<file path="src/rtl/dice_bank.sv">
// N_DICE odometer-style dice that roll while the button is held, with a minimum
// roll length, a latched final throw, a registered sum and a one-cycle done pulse.
module dice_bank #(
    parameter  int N_DICE   = 2,
    parameter  int FACES    = 6,
    parameter  int MIN_ROLL = 8,
    localparam int W        = $clog2(FACES + 1),
    localparam int SW       = $clog2(N_DICE * FACES + 1)
) (
    input  logic                clk,
    input  logic                rst,
    input  logic                button,
    output logic [N_DICE*W-1:0] throw,
    output logic [SW-1:0]       sum,
    output logic                rolling,
    output logic                done
);

    localparam logic [0:0] IDLE = 1'b0;
    localparam logic [0:0] ROLL = 1'b1;

    localparam int CNT_MAX = (MIN_ROLL == 0) ? 1 : MIN_ROLL;
    localparam int CW      = $clog2(CNT_MAX + 1);

    localparam logic [CW-1:0] MIN_C   = CW'(MIN_ROLL);
    localparam logic [CW-1:0] MAX_C   = CW'(CNT_MAX);
    localparam logic [W-1:0]  FACES_W = W'(FACES);
    localparam logic [W-1:0]  ONE_W   = W'(1);

    logic [0:0]          state_q, state_d;
    logic [CW-1:0]       cnt_q, cnt_d;
    logic [N_DICE*W-1:0] throw_q, throw_d;
    logic [SW-1:0]       sum_q, sum_d;
    logic                done_q, done_d;

    logic                advance;
    logic                finish;
    logic [N_DICE-1:0]   carry;

    always_comb begin
        advance = ((state_q == IDLE) && button) ||
                  ((state_q == ROLL) && (button || (cnt_q < MIN_C)));
        finish  = (state_q == ROLL) && !button && (cnt_q >= MIN_C);
    end

    assign carry[0] = advance;

    // Each die steps when every lower die wraps on this edge; illegal values
    // snap back to 1 whether or not the dice are advancing.
    for (genvar gi = 0; gi < N_DICE; gi++) begin : g_die
        logic [W-1:0] die_v;
        logic         legal;
        logic         wrap;

        assign die_v = throw_q[gi*W +: W];
        assign legal = (die_v != '0) && (die_v <= FACES_W);
        assign wrap  = (die_v == FACES_W);

        always_comb begin
            if (!legal) begin
                throw_d[gi*W +: W] = ONE_W;
            end else if (carry[gi]) begin
                throw_d[gi*W +: W] = wrap ? ONE_W : die_v + ONE_W;
            end else begin
                throw_d[gi*W +: W] = die_v;
            end
        end

        if (gi < N_DICE - 1) begin : g_carry
            assign carry[gi+1] = carry[gi] & legal & wrap;
        end
    end

    always_comb begin
        sum_d = '0;
        for (int i = 0; i < N_DICE; i++) begin
            sum_d = sum_d + SW'(throw_d[i*W +: W]);
        end
    end

    always_comb begin
        state_d = state_q;
        cnt_d   = cnt_q;
        done_d  = 1'b0;
        if (state_q == IDLE) begin
            if (button) begin
                state_d = ROLL;
                cnt_d   = CW'(1);
            end
        end else if (finish) begin
            state_d = IDLE;
            cnt_d   = '0;
            done_d  = 1'b1;
        end else if (cnt_q < MAX_C) begin
            cnt_d = cnt_q + CW'(1);
        end
    end

    always_ff @(posedge clk or posedge rst) begin
        if (rst) begin
            state_q <= IDLE;
            cnt_q   <= '0;
            throw_q <= {N_DICE{ONE_W}};
            sum_q   <= SW'(N_DICE);
            done_q  <= 1'b0;
        end else begin
            state_q <= state_d;
            cnt_q   <= cnt_d;
            throw_q <= throw_d;
            sum_q   <= sum_d;
            done_q  <= done_d;
        end
    end

    assign throw   = throw_q;
    assign sum     = sum_q;
    assign rolling = (state_q == ROLL);
    assign done    = done_q;

endmodule

</file>
<file path="config.mk">
export PLATFORM = sky130hd
export DESIGN_NAME = dice_bank
export DESIGN_NICKNAME = d
export VERILOG_FILES = /design/src/rtl/dice_bank.sv
export SDC_FILE = /design/constraint.sdc
export NUM_CORES = 1
export LEC_CHECK = 0
export CAP_MARGIN = 20
export CORE_UTILIZATION = 50
export CTS_CLUSTER_DIAMETER = 50
export CTS_CLUSTER_SIZE = 8
export DETAILED_ROUTE_END_ITERATION = 8
export PLACE_DENSITY = 0.84
export SLEW_MARGIN = 20
export SYNTH_ARGS = -nofsm -noshare
export SYNTH_HDL_FRONTEND = slang
export SYNTH_SLANG_ARGS = --single-unit
</file>
<file path="constraint.sdc">
create_clock -name clk -period 5.08 [get_ports clk]
set_clock_uncertainty 0.15 [all_clocks]
set_input_delay 1.016 -clock clk [delete_from_list [all_inputs] [get_ports clk]]
set_output_delay 1.016 -clock clk [all_outputs]
set_load 0.1 [all_outputs]
</file>
# Yosys cells after proc, flatten, opt, wreduce, memory -nomap -nowiden
# Cells that the tools add are included.
# word_totals
regBits,16
latch_bits,0
mem_bits_rw,0
mem_bits_ro,0
inputBits,3
out_inout_bits,12
wordCells,47
n_memories,0
# classes
addsub,4
n_mul,0
div,0
magnitude_cmp,4
eq_ne,3
shifts,0
muxes,15
n_bitwise,3
n_reduce_logical,13
# ops
cell,count
2-to-1 mux 3 bit,6
2-to-1 mux 4 bit,4
adder 3 x 1 -> 3 bit (second input constant),2
== test 3 bit (second input constant),2
less-or-equal comparator 3 bit (second input constant),2
logical AND 1 bit,6
nonzero test 3 bit,2
2-to-1 mux 1 bit,5
adder 3 x 3 -> 4 bit,1
adder 4 x 1 -> 4 bit (second input constant),1
greater-or-equal comparator 4 bit (second input constant),1
< comparator 4 bit (second input constant),1
!= test 3 x 1 -> 1 bit (second input constant),1
AND 1 bit,2
logical OR 1 bit,2
AND reduction 2 bit,1
nonzero test 2 bit,1
zero test 1 bit,1
NOT 1 bit,1

# Depth between registers and ports, before layout
# depth
ltp_word,9
depth_mapped,7

# Worst setup path after synthesis
# No wires, ideal clock.
# synth_timing
kind,register to register
from,"register throw_q[2], in the netlist throw[2]"
to,"register sum_q[3], in the netlist sum[3]"
arrival_ps,2498
required_time_ps,4812
slack_ps,2314
path_stages_with_launch,8
period_less_slack_ps,2766
path_cell_list,dfrtp_1 nand2_1 a211oi_4 maj3_1 mux2i_1 ha_1 a21o_1 a21o_1
# synth_between
elab_chain_cells,7
word_cells_on_any_way,13
classes_between,add/sub: 2; order compare: 1; eq/ne: 1; mux: 5; bitwise: 2; reduce/logical: 2
# synth_rtl
item,line,source
from (decl),32,"logic [N_DICE*W-1:0] throw_q, throw_d;"
from (signal assigned),103,throw_q <= {N_DICE{ONE_W}};
from (signal assigned),109,throw_q <= throw_d;
less-or-equal comparator 3 bit or nonzero test 3 bit (tied branches),56,assign legal = (die_v != '0) && (die_v <= FACES_W);
logical AND 1 bit,56,
AND 1 bit,70,assign carry[gi+1] = carry[gi] & legal & wrap;
AND 1 bit *,70,
2-to-1 mux 3 bit *,62,end else if (carry[gi]) begin
2-to-1 mux 3 bit *,60,if (!legal) begin
named net throw_d[4],32,
adder 3 x 3 -> 4 bit *,77,sum_d = sum_d + SW'(throw_d[i*W +: W]);
named net sum_d[3],33,"logic [SW-1:0] sum_q, sum_d;"
to (signal assigned),104,sum_q <= SW'(N_DICE);
to (signal assigned),110,sum_q <= sum_d;
to (decl),33,
# The timed path passes the listed nets; every way through them passes the cells marked *.
# A chain may end at the register's enable or synchronous reset.

# Final worst setup path
# layout_timing
from,"register throw_q[0], in the netlist throw[0]"
to,output port throw[0]
# layout_lines
item,line,source
to (decl),13,"output logic [N_DICE*W-1:0] throw,"
# No word-level cell between the ends.

==> summary.md <==
| Metric | Value |
|---|---|
| Via count | 559 |
| Min Clock Period, post-route | 3210 ps |
| DRT Pass-1 Iters | 4 |
| Crit path cell chain | clkdlybuf4s50_1 |
| CP Class | reg -> out |
| Synthesis warning total | 0 |
| Core ar. | 1380 sq um |
| Commonest cells after routing, fill and taps aside | clkdlybuf4s50_1 (14), dfrtp_1 (13), nand2_1 (8), ha_1 (5), inv_1 (4) |
| Max incr delay on CP | 1150 ps |
| # diodes | 0 |
| Crit path DAT | 2040 ps |
| CP max-delay cell | clkdlybuf4s50_1 |
| Post-CTS setup buffers | 0 |
| Initial antenna violation count | 0 |
| I/O Buffers | 14 |
| Fill count | 102 |
| CTS tree | done |
| Starting Density | 56.7% |
| Worst Path Max Fanout | 7 |
| Worst-Skew Late Latency | 280 ps |
| Sum Neg Setup Slack | 0 ps |
| Share of the synthesized area in the top cell type | 41.5% |
| Largest area contributor in the netlist | dfrtp_1 |
| Die W | 41.6 um |
| Num CTS Buffers | 3 |
| Global-route wire length before repair | 2.39 mm |
| CTS H-tree lvls | 1 |
| Setup crit end kind | primary output |
| Flops & latches, synth | 16 |
| Hold-critical path depth | 1 |
| Reg area | 404 sq um |
| Status | completed |
| Fraction of registers with async set/reset | 100% |
| Worst-Margin Slew | 981 ps |
| Post-synth net total | 78 |
| Antenna Nets Post-Route | 0 |
| Main synth FF type | dfrtp_1 |
| # setup viols final | 0 |
| DIE AREA | 1730 sq um |
| Grt total ovfl | 0 |
| Final instance area | 968 sq um |
| Dpl cell area | 942 sq um |
| Syn avg cell area | 11.4 sq um |
| Final max-slew violation count | 0 |
| CP Depth | 1 |
| Routability Congestion | 0.784 |
| Post-Syn Area | 783 sq um |
| GRT Overall Usage | 18.6% |
| RSZ-0062 raised after global routing | no |
| Worst-path clk slew | 90 ps |
| Synth area leaders | dfrtp_1 (42%), dfstp_2 (10%), ha_1 (8.0%) |
| Highest Clock Rate | 0.312 GHz |
| CP delay by family, top | buffers and inverters |
| Worst EP required | 3910 ps |
| Nets@finish | 97 |
| Initial DRC Count | 3 |
| FF-to-FF path depth | 7 |
| Area grow syn2layout | 23.6% |
| Max-cap violations | 0 |
| Number of global-route vias before repair | 544 |
| Vias per inst | 5.48 |
| Most common cell after layout, fill and taps aside | clkdlybuf4s50_1 |
| Worst Setup Start Kind | register |
| Number of synthesized flops with an enable pin | 0 |
| CTS sink count | 16 |
| Slew headroom | 34.4% |
| DR WL/cell | 13.5 um |
| # rows | 13 |
| # resized after CTS | 0 |
| Sequential-to-total area share from yosys stat | 51.6% |
| Cells after Synth | 69 |
| Count of different cell masters after synthesis | 30 |
| CTS Root Cell | clkbuf_4 |
| # DRC | 0 |
| Crit share post-route | 63.1% |
| Multi-input gate area | 364 sq um |
| Placed wire-length estimate | 1.06 mm |
| Worst min-delay path category | reg -> reg |
| Top Ports | 15 |
| Critical path buffers and inverters | 1 |
| Hold_buf cts | 0 |
| DRT Wirelength | 1.37 mm |
| Share of cells above drive strength 1 | 9.20% |
| Die Y | 41.6 um |
| Final Hold Fails | 0 |
| Max Buffers Root-to-Sink | 2 |
| Largest net degree at the start of global routing | 17 |
routing by layer:
metal	up-vias	global-route usage (%)	wire [um]
met4	0	9.68	30
met1	262	23.3	670
li1	280	-	-
met2	13	29.7	632
met3	4	4.35	40
met5	-	0	0
final cells by class:
cell class                 count  share of cell area [%]
sequential                    16                    41.7
multi-input combinational     49                    37.6
timing repair buffer          14                    14.5
clock buffer                   4                    2.71
tap                           15                    1.94
inverter                       4                    1.55
registers in the layout (all words and copies together) (netlist names):
name	count
sum	4
done	1
cnt_q	4
throw	6
rolling	1
cells in the mapped netlist, drive strengths merged, types with 2 or more instances:
cell,n
a21o,2
a22o,2
a31oi,2
dfrtp,13
dfstp,3
ha,5
inv,4
nand2,8
nand2b,3
nand3,3
nor2,3
nor3,2
o21ai,4
cells by family (layout without fill, tap and decap cells):
group	count (synthesis)	in the layout	share of synthesized area, %
flip-flops	16	16	51.6
AO/OA/AOI/OAI	16	16	16.0
XOR/XNOR	2	2	2.24
adder cells (fa/ha/maj)	7	7	11.8
AND/OR/NAND/NOR	23	23	15.2
buffers and inverters	4	22	1.92
multiplexers	1	1	1.28
path summary, 6_finish.rpt:
kind,start,to,slack (ps)
worst max-delay path,throw[0]$_DFF_PP1_,throw[0],1870
worst min-delay path,cnt_q[0]$_DFFE_PP0P_,cnt_q[0]$_DFFE_PP0P_,400
worst max register to register,cnt_q[3]$_DFFE_PP0P_,sum[3]$_DFF_PP0_,2840
worst min register to register,cnt_q[0]$_DFFE_PP0P_,cnt_q[0]$_DFFE_PP0P_,400
max in group asynchronous,rst,sum[1]$_DFF_PP1_,3470
min in group asynchronous,rst,cnt_q[0]$_DFFE_PP0P_,940
per-stage QoR:
stage | setup slack, ps | hold slack [ps] | instances | utilization, %
3_5_place_dp | 1770 | 387 | 98 | 68.1
5_1_grt | 1800 | 442 | 102 | 70.0
3_3_place_gp | 1840 | 383 | 98 | 68.1
4_1_cts | 1870 | 404 | 102 | 70.0
2_1_floorplan | 2310 | 354 | 69 | -
6_report | 1870 | 400 | 102 | 70.0
Power is not shown: default switching activity piles up to over one toggle a cycle in this logic, so the estimate is an artifact.
